**src/rtl/daa_regf_seq_pkg.sv**
```systemverilog
// Shared definitions for the ENTDAA register-file sequencer.
// Holds the sequencer state encoding, default register-file map locations,
// counter widths and the ENTDAA CCC code.
package daa_regf_seq_pkg;

  // Sequencer states
  typedef enum logic [2:0] {
    IDLE,
    CNT_RD,
    CNT_WAIT,
    DA_RD,
    DA_WAIT,
    OFFER,
    FINISH
  } daa_state_e;

  // Default register-file map
  localparam int unsigned DA_BASE_DEF    = 80;
  localparam int unsigned COUNT_ADDR_DEF = 35;
  localparam int unsigned PID_BASE_DEF   = 420;
  localparam int unsigned MAX_TGTS_DEF   = 20;

  // Target index / count width and per-target log byte counter width
  localparam int unsigned TGT_W      = 5;
  localparam int unsigned BYTE_CNT_W = 3;

  // ENTDAA common command code
  localparam logic [7:0] ENTDAA_CCC = 8'h07;

endpackage

```
**src/rtl/daa_regf_seq.sv**
```systemverilog
// ENTDAA register-file sequencer.
// Reads the target count and per-target dynamic addresses from the register
// file, offers each address with odd parity to the bus engine, and logs the
// 8 captured PID/BCR/DCR bytes of every acknowledging target back into the
// register file.
// Ports:
//   i_daaseq_clk / i_daaseq_rst     clock, async active-high reset
//   i_daaseq_start / abort          pass control pulses
//   i_daaseq_nack                   no target acked the offered address
//   i_daaseq_byte_valid / byte      captured PID/BCR/DCR byte
//   i_daaseq_regf_data_rd           register-file read data (1-cycle latency)
//   o_daaseq_regf_rd_en/wr_en/addr/data_wr  register-file access
//   o_daaseq_da_byte / da_valid     address byte offered to the engine
//   o_daaseq_busy / done / assigned pass status
module daa_regf_seq
  import daa_regf_seq_pkg::*;
#(
  parameter int unsigned WIDTH      = 8,
  parameter int unsigned ADDR       = 10,
  parameter int unsigned MAX_TGTS   = MAX_TGTS_DEF,
  parameter int unsigned DA_BASE    = DA_BASE_DEF,
  parameter int unsigned COUNT_ADDR = COUNT_ADDR_DEF,
  parameter int unsigned PID_BASE   = PID_BASE_DEF
) (
  input  logic             i_daaseq_clk,
  input  logic             i_daaseq_rst,
  input  logic             i_daaseq_start,
  input  logic             i_daaseq_abort,
  input  logic             i_daaseq_nack,
  input  logic             i_daaseq_byte_valid,
  input  logic [WIDTH-1:0] i_daaseq_byte,
  input  logic [WIDTH-1:0] i_daaseq_regf_data_rd,
  output logic             o_daaseq_regf_rd_en,
  output logic             o_daaseq_regf_wr_en,
  output logic [ADDR-1:0]  o_daaseq_regf_addr,
  output logic [WIDTH-1:0] o_daaseq_regf_data_wr,
  output logic [WIDTH-1:0] o_daaseq_da_byte,
  output logic             o_daaseq_da_valid,
  output logic             o_daaseq_busy,
  output logic             o_daaseq_done,
  output logic [4:0]       o_daaseq_assigned
);

  daa_state_e            state_q, state_d;
  logic                  rd_en_q, rd_en_d;
  logic                  wr_en_q, wr_en_d;
  logic [ADDR-1:0]       addr_q, addr_d;
  logic [WIDTH-1:0]      data_wr_q, data_wr_d;
  logic [WIDTH-1:0]      da_byte_q, da_byte_d;
  logic                  da_valid_q, da_valid_d;
  logic                  busy_q, busy_d;
  logic                  done_q, done_d;
  logic [TGT_W-1:0]      assigned_q, assigned_d;
  logic [TGT_W-1:0]      index_q, index_d;
  logic [TGT_W-1:0]      count_q, count_d;
  logic [BYTE_CNT_W-1:0] byte_cnt_q, byte_cnt_d;
  logic                  last_q, last_d;

  logic [TGT_W-1:0]      idx_inc;
  logic [TGT_W-1:0]      cnt_clamp;
  logic [ADDR-1:0]       pid_addr;
  logic [ADDR-1:0]       da_addr_cur;
  logic [ADDR-1:0]       da_addr_nxt;

  // Address and count helpers
  assign idx_inc     = TGT_W'(index_q + TGT_W'(1));
  assign cnt_clamp   = (i_daaseq_regf_data_rd > WIDTH'(MAX_TGTS)) ? TGT_W'(MAX_TGTS)
                                                                  : TGT_W'(i_daaseq_regf_data_rd);
  assign pid_addr    = ADDR'(PID_BASE) + (ADDR'(index_q) << 3) + ADDR'(byte_cnt_q);
  assign da_addr_cur = ADDR'(DA_BASE) + ADDR'(index_q);
  assign da_addr_nxt = ADDR'(DA_BASE) + ADDR'(idx_inc);

  // State and output registers
  always_ff @(posedge i_daaseq_clk or posedge i_daaseq_rst) begin
    if (i_daaseq_rst) begin
      state_q    <= IDLE;
      rd_en_q    <= 1'b0;
      wr_en_q    <= 1'b0;
      addr_q     <= '0;
      data_wr_q  <= '0;
      da_byte_q  <= '0;
      da_valid_q <= 1'b0;
      busy_q     <= 1'b0;
      done_q     <= 1'b0;
      assigned_q <= '0;
      index_q    <= '0;
      count_q    <= '0;
      byte_cnt_q <= '0;
      last_q     <= 1'b0;
    end else begin
      state_q    <= state_d;
      rd_en_q    <= rd_en_d;
      wr_en_q    <= wr_en_d;
      addr_q     <= addr_d;
      data_wr_q  <= data_wr_d;
      da_byte_q  <= da_byte_d;
      da_valid_q <= da_valid_d;
      busy_q     <= busy_d;
      done_q     <= done_d;
      assigned_q <= assigned_d;
      index_q    <= index_d;
      count_q    <= count_d;
      byte_cnt_q <= byte_cnt_d;
      last_q     <= last_d;
    end
  end

  // Next-state and next-output logic. Enables are computed one cycle ahead
  // so that they are high during the state that owns the access.
  always_comb begin
    state_d    = state_q;
    rd_en_d    = 1'b0;
    wr_en_d    = 1'b0;
    addr_d     = addr_q;
    data_wr_d  = data_wr_q;
    da_byte_d  = da_byte_q;
    da_valid_d = da_valid_q;
    busy_d     = busy_q;
    done_d     = 1'b0;
    assigned_d = assigned_q;
    index_d    = index_q;
    count_d    = count_q;
    byte_cnt_d = byte_cnt_q;
    last_d     = 1'b0;

    if (i_daaseq_abort && (state_q != IDLE)) begin
      // Abandon the pass; a byte arriving this cycle is not written
      state_d    = IDLE;
      da_valid_d = 1'b0;
      busy_d     = 1'b0;
      byte_cnt_d = '0;
    end else begin
      unique case (state_q)
        IDLE: begin
          if (i_daaseq_start) begin
            state_d    = CNT_RD;
            index_d    = '0;
            assigned_d = '0;
            count_d    = '0;
            byte_cnt_d = '0;
            busy_d     = 1'b1;
            rd_en_d    = 1'b1;
            addr_d     = ADDR'(COUNT_ADDR);
          end
        end

        CNT_RD: state_d = CNT_WAIT;

        CNT_WAIT: begin
          count_d = cnt_clamp;
          if (cnt_clamp == '0) begin
            state_d = FINISH;
          end else begin
            state_d = DA_RD;
            rd_en_d = 1'b1;
            addr_d  = da_addr_cur;
          end
        end

        DA_RD: state_d = DA_WAIT;

        DA_WAIT: begin
          da_byte_d  = WIDTH'({i_daaseq_regf_data_rd[6:0], ~^i_daaseq_regf_data_rd[6:0]});
          da_valid_d = 1'b1;
          byte_cnt_d = '0;
          state_d    = OFFER;
        end

        OFFER: begin
          if (last_q) begin
            // 8th log write is on the bus this cycle; move to the next target
            da_valid_d = 1'b0;
            index_d    = idx_inc;
            assigned_d = TGT_W'(assigned_q + TGT_W'(1));
            if (idx_inc == count_q) begin
              state_d = FINISH;
            end else begin
              state_d = DA_RD;
              rd_en_d = 1'b1;
              addr_d  = da_addr_nxt;
            end
          end else if (i_daaseq_byte_valid) begin
            wr_en_d    = 1'b1;
            addr_d     = pid_addr;
            data_wr_d  = i_daaseq_byte;
            byte_cnt_d = BYTE_CNT_W'(byte_cnt_q + BYTE_CNT_W'(1));
            last_d     = (byte_cnt_q == BYTE_CNT_W'(7));
          end else if (i_daaseq_nack && (byte_cnt_q == '0)) begin
            da_valid_d = 1'b0;
            state_d    = FINISH;
          end
        end

        FINISH: begin
          done_d  = 1'b1;
          busy_d  = 1'b0;
          state_d = IDLE;
        end

        default: state_d = IDLE;
      endcase
    end
  end

  assign o_daaseq_regf_rd_en   = rd_en_q;
  assign o_daaseq_regf_wr_en   = wr_en_q;
  assign o_daaseq_regf_addr    = addr_q;
  assign o_daaseq_regf_data_wr = data_wr_q;
  assign o_daaseq_da_byte      = da_byte_q;
  assign o_daaseq_da_valid     = da_valid_q;
  assign o_daaseq_busy         = busy_q;
  assign o_daaseq_done         = done_q;
  assign o_daaseq_assigned     = assigned_q;

endmodule

```
**config.mk**
```make
export PLATFORM = sky130hd
export DESIGN_NAME = daa_regf_seq
export DESIGN_NICKNAME = d
export VERILOG_FILES = /design/src/rtl/daa_regf_seq_pkg.sv /design/src/rtl/daa_regf_seq.sv
export SDC_FILE = /design/constraint.sdc
export NUM_CORES = 1
export LEC_CHECK = 0
export CORE_UTILIZATION = 45
export DETAILED_ROUTE_END_ITERATION = 7
export PLACE_DENSITY_LB_ADDON = 0.2
export SLEW_MARGIN = 25
export SYNTH_ARGS = -nofsm -noshare
export SYNTH_HDL_FRONTEND = slang
export SYNTH_SLANG_ARGS = --single-unit
```
**constraint.sdc**
```tcl
create_clock -name i_daaseq_clk -period 2.7 [get_ports i_daaseq_clk]
set_clock_uncertainty 0.2 [all_clocks]
set_input_delay 0.405 -clock i_daaseq_clk [delete_from_list [all_inputs] [get_ports i_daaseq_clk]]
set_output_delay 0.405 -clock i_daaseq_clk [all_outputs]
set_load 0.02 [all_outputs]
```
==> results.toml <==
[synth]
yosysSeqAreaShare_pct = 47.1
synth_adder_area_share_pct = 4.44
muxShareOfSynthArea_pct = 10.6
async_flop_share_pct = 100
synthFlopType = "dfrtp_1"
synth_fp_nets = 302
synth_seq_cells = 53
synthesis.area_um2 = 2820
synth-xor-area-share_pct = 5.29
synth_warnings = 0
synth-edff-count = 0
synth_top_family_by_area = "simple AND/OR/NAND/NOR gates"
synth_cell_types = 44
synth-simple-area-share_pct = 14.1
synth_cells = 270
synth_compound_area_share_pct = 13.8
avgSynthCellArea_um2 = 10.4

[floorplanning]
io-pin-count = 58
die_area_um2 = 6580
die_h_um = 81.1
rows = 28
dieWidth_um = 81.1
start_util_pct = 47.0
core_um2 = 5990

[timing]
rsz0062_at_grt = "no"
fin_crit_sh_pct = 94.7
maxSlewHeadroom_pct = 54.0
worst_slack_ns = 0.143
drv_slew = 0
min_period_ns = 2.56
worst_slew_pin_slew_ns = 0.686
final.setup.tns_ns = 0
whs_ns = 0.256
setup_viol = 0
finalHoldViolCount = 0
clock.fmax_mhz = 391

[power_and_ir_drop]
pwr_density_cell_nw_per_um2 = 705
max-vdd-ir-drop_mv = 0.473
leakagePower_nw = 1.70
fin_total_pwr_mw = 2.66

[route]
dr.pass1.iters = 4
vias_per_cell = 5.39
drtIter0Drc = 214
wl_per_cell_um = 15.0
ant_nets = 0
drt_wl_total_um = 6370
vias = 2289
drc = 0

[min_path]
hp-class = "in -> async"

[global_routing]
grt_pass1_vias = 2272
track_usage_pct = 21.0
antenna_found_initial = 0
grt_max_degree = 31
grt.overflow.total = 0
grt_pass1_wl_um = 10500

[worst_setup_path]
r2r_cells = 8
worst-r2r-setup-slack_ns = 0.14
worst_setup_path_end_kind = "flip-flop"
cp_max_fo = 9
reg2reg_from = "index_q[1]$_DFFE_PP0P_"
start_kind = "flip-flop"
r2r-end = "o_daaseq_regf_addr[6]$_DFFE_PP0P_"
worst-setup-path-type = "reg -> reg"
worstPathRequired_ns = 2.70
arrival_ns = 2.55

[placement]
routabilityCongestion = 0.880
hpwl_um = 4780
place_area_um2 = 3640
port_buffers = 57
place_ws_ns = -0.115
dp_cells = 417

[layout]
layout-drive-gt1-share_pct = 19.7
nets = 382
num_antenna_cells = 0
fin_cells = 425
utilization_pct = 62.9
layout_common_cells = "57 x clkdlybuf4s50_1, 53 x dfrtp_1, 28 x buf_4"
area_growth_pct = 34.0
postLayoutCellArea_um2 = 3770
final_common_cell = "clkdlybuf4s50_1"

[flow_run]
max_cap_viol_count = 0

[cts]
cts_tree = "built"
cts_max_path_buffers = 2
cts.sinks = 53
path_clk_slew_ns = 0.10
clk_latency_ns = 0.31
htreeDepth = 2
cts_buffers = 5
root_buffer = "clkbuf_8"

[outcome]
outcome = "completed"
[flip-flops by register name, indices dropped and copies added (netlist names), 3 cells and up]
signal / cells
index_q: 5
byte_cnt_q: 3
count_q: 5
o_daaseq_da_byte: 8
state_q: 3
o_daaseq_regf_addr: 10
o_daaseq_assigned: 5
o_daaseq_regf_data_wr: 8
[cells in the mapped netlist, drive strengths merged, types with 8 or more instances]
| cell | instances | area [um^2] |
|---|---|---|
| xor2 | 8 | 70.1 |
| nand2 | 18 | 70.1 |
| nand3 | 8 | 40.0 |
| dfrtp | 53 | 1330 |
| buf | 10 | 55.1 |
| nor2 | 18 | 67.6 |
| mux2 | 23 | 259 |
| ha | 10 | 125 |
| inv | 16 | 60.1 |
| nor3 | 9 | 50.1 |
| o21ai | 15 | 78.8 |
| a21oi | 17 | 85.1 |
| xnor2 | 9 | 78.8 |
[final cells by class]
type | instances | area, um^2
Timing Repair Buffer | 87 | 821
Tap cell | 75 | 93.8
Clock inverter | 2 | 35.0
Fill cell | 500 | 2220
Sequential cell | 53 | 1330
Inverter | 16 | 60.1
Clock buffer | 5 | 68.8
Multi-Input combinational cell | 187 | 1370
[critical path, cell delays in order (launching register included)]
cell	delay, ns
dfrtp_1	0.47
ha_2	0.31
nand3_1	0.19
xnor2_1	0.20
nor4_2	0.47
a221oi_4	0.13
buf_12	0.16
buf_4	0.13
o22a_1	0.18
[logic make-up (layout without fill, tap and decap cells)]
kind of cell | after synthesis | after routing
flip-flops | 53 | 53
buffers and inverters | 30 | 110
multiplexers | 27 | 27
AND/OR/NAND/NOR | 75 | 75
adder cells (fa/ha/maj) | 10 | 10
XOR/XNOR | 17 | 17
AO/OA/AOI/OAI | 58 | 58
[power breakdown]
group          total, mW  leakage (nW)  switching (mW)  internal [mW]
sequential          1.02         0.702          0.0907          0.929
clock              0.530        0.0540           0.260          0.270
combinational       1.11         0.944           0.548          0.560
[worst max path at each step]
stage | endpoint | startpoint | slack (ns) | cells after the start
finish | o_daaseq_regf_addr[6]$_DFFE_PP0P_ | index_q[1]$_DFFE_PP0P_ | 0.14 | 8
global route | o_daaseq_regf_addr[6]$_DFFE_PP0P_ | index_q[1]$_DFFE_PP0P_ | 0.08 | 8
CTS | o_daaseq_regf_addr[7]$_DFFE_PP0P_ | index_q[1]$_DFFE_PP0P_ | 0.11 | 6
detailed placement | o_daaseq_regf_addr[9]$_DFFE_PP0P_ | i_daaseq_regf_data_rd[2] | -0.11 | 8
global placement | o_daaseq_regf_addr[1]$_DFFE_PP0P_ | i_daaseq_regf_data_rd[2] | -0.08 | 8
floorplan | o_daaseq_regf_addr[0]$_DFFE_PP0P_ | index_q[0]$_DFFE_PP0P_ | 0.31 | 7
[routing by layer]
metal	vias to the layer above	global-route usage [%]	wire length, um
met1	1091	26.4	2830
met3	15	4.49	277
li1	1119	-	-
met2	64	35.7	3110
met4	0	7.14	163
met5	-	0	0
[timing repair]
action                                  in CTS  in global routing
hold buffers                                 0                  0
gates resized for setup                      0                  1
endpoints found under the setup margin       0                  5
setup buffers                                0                  1
Power figures use the tool's default switching activity.
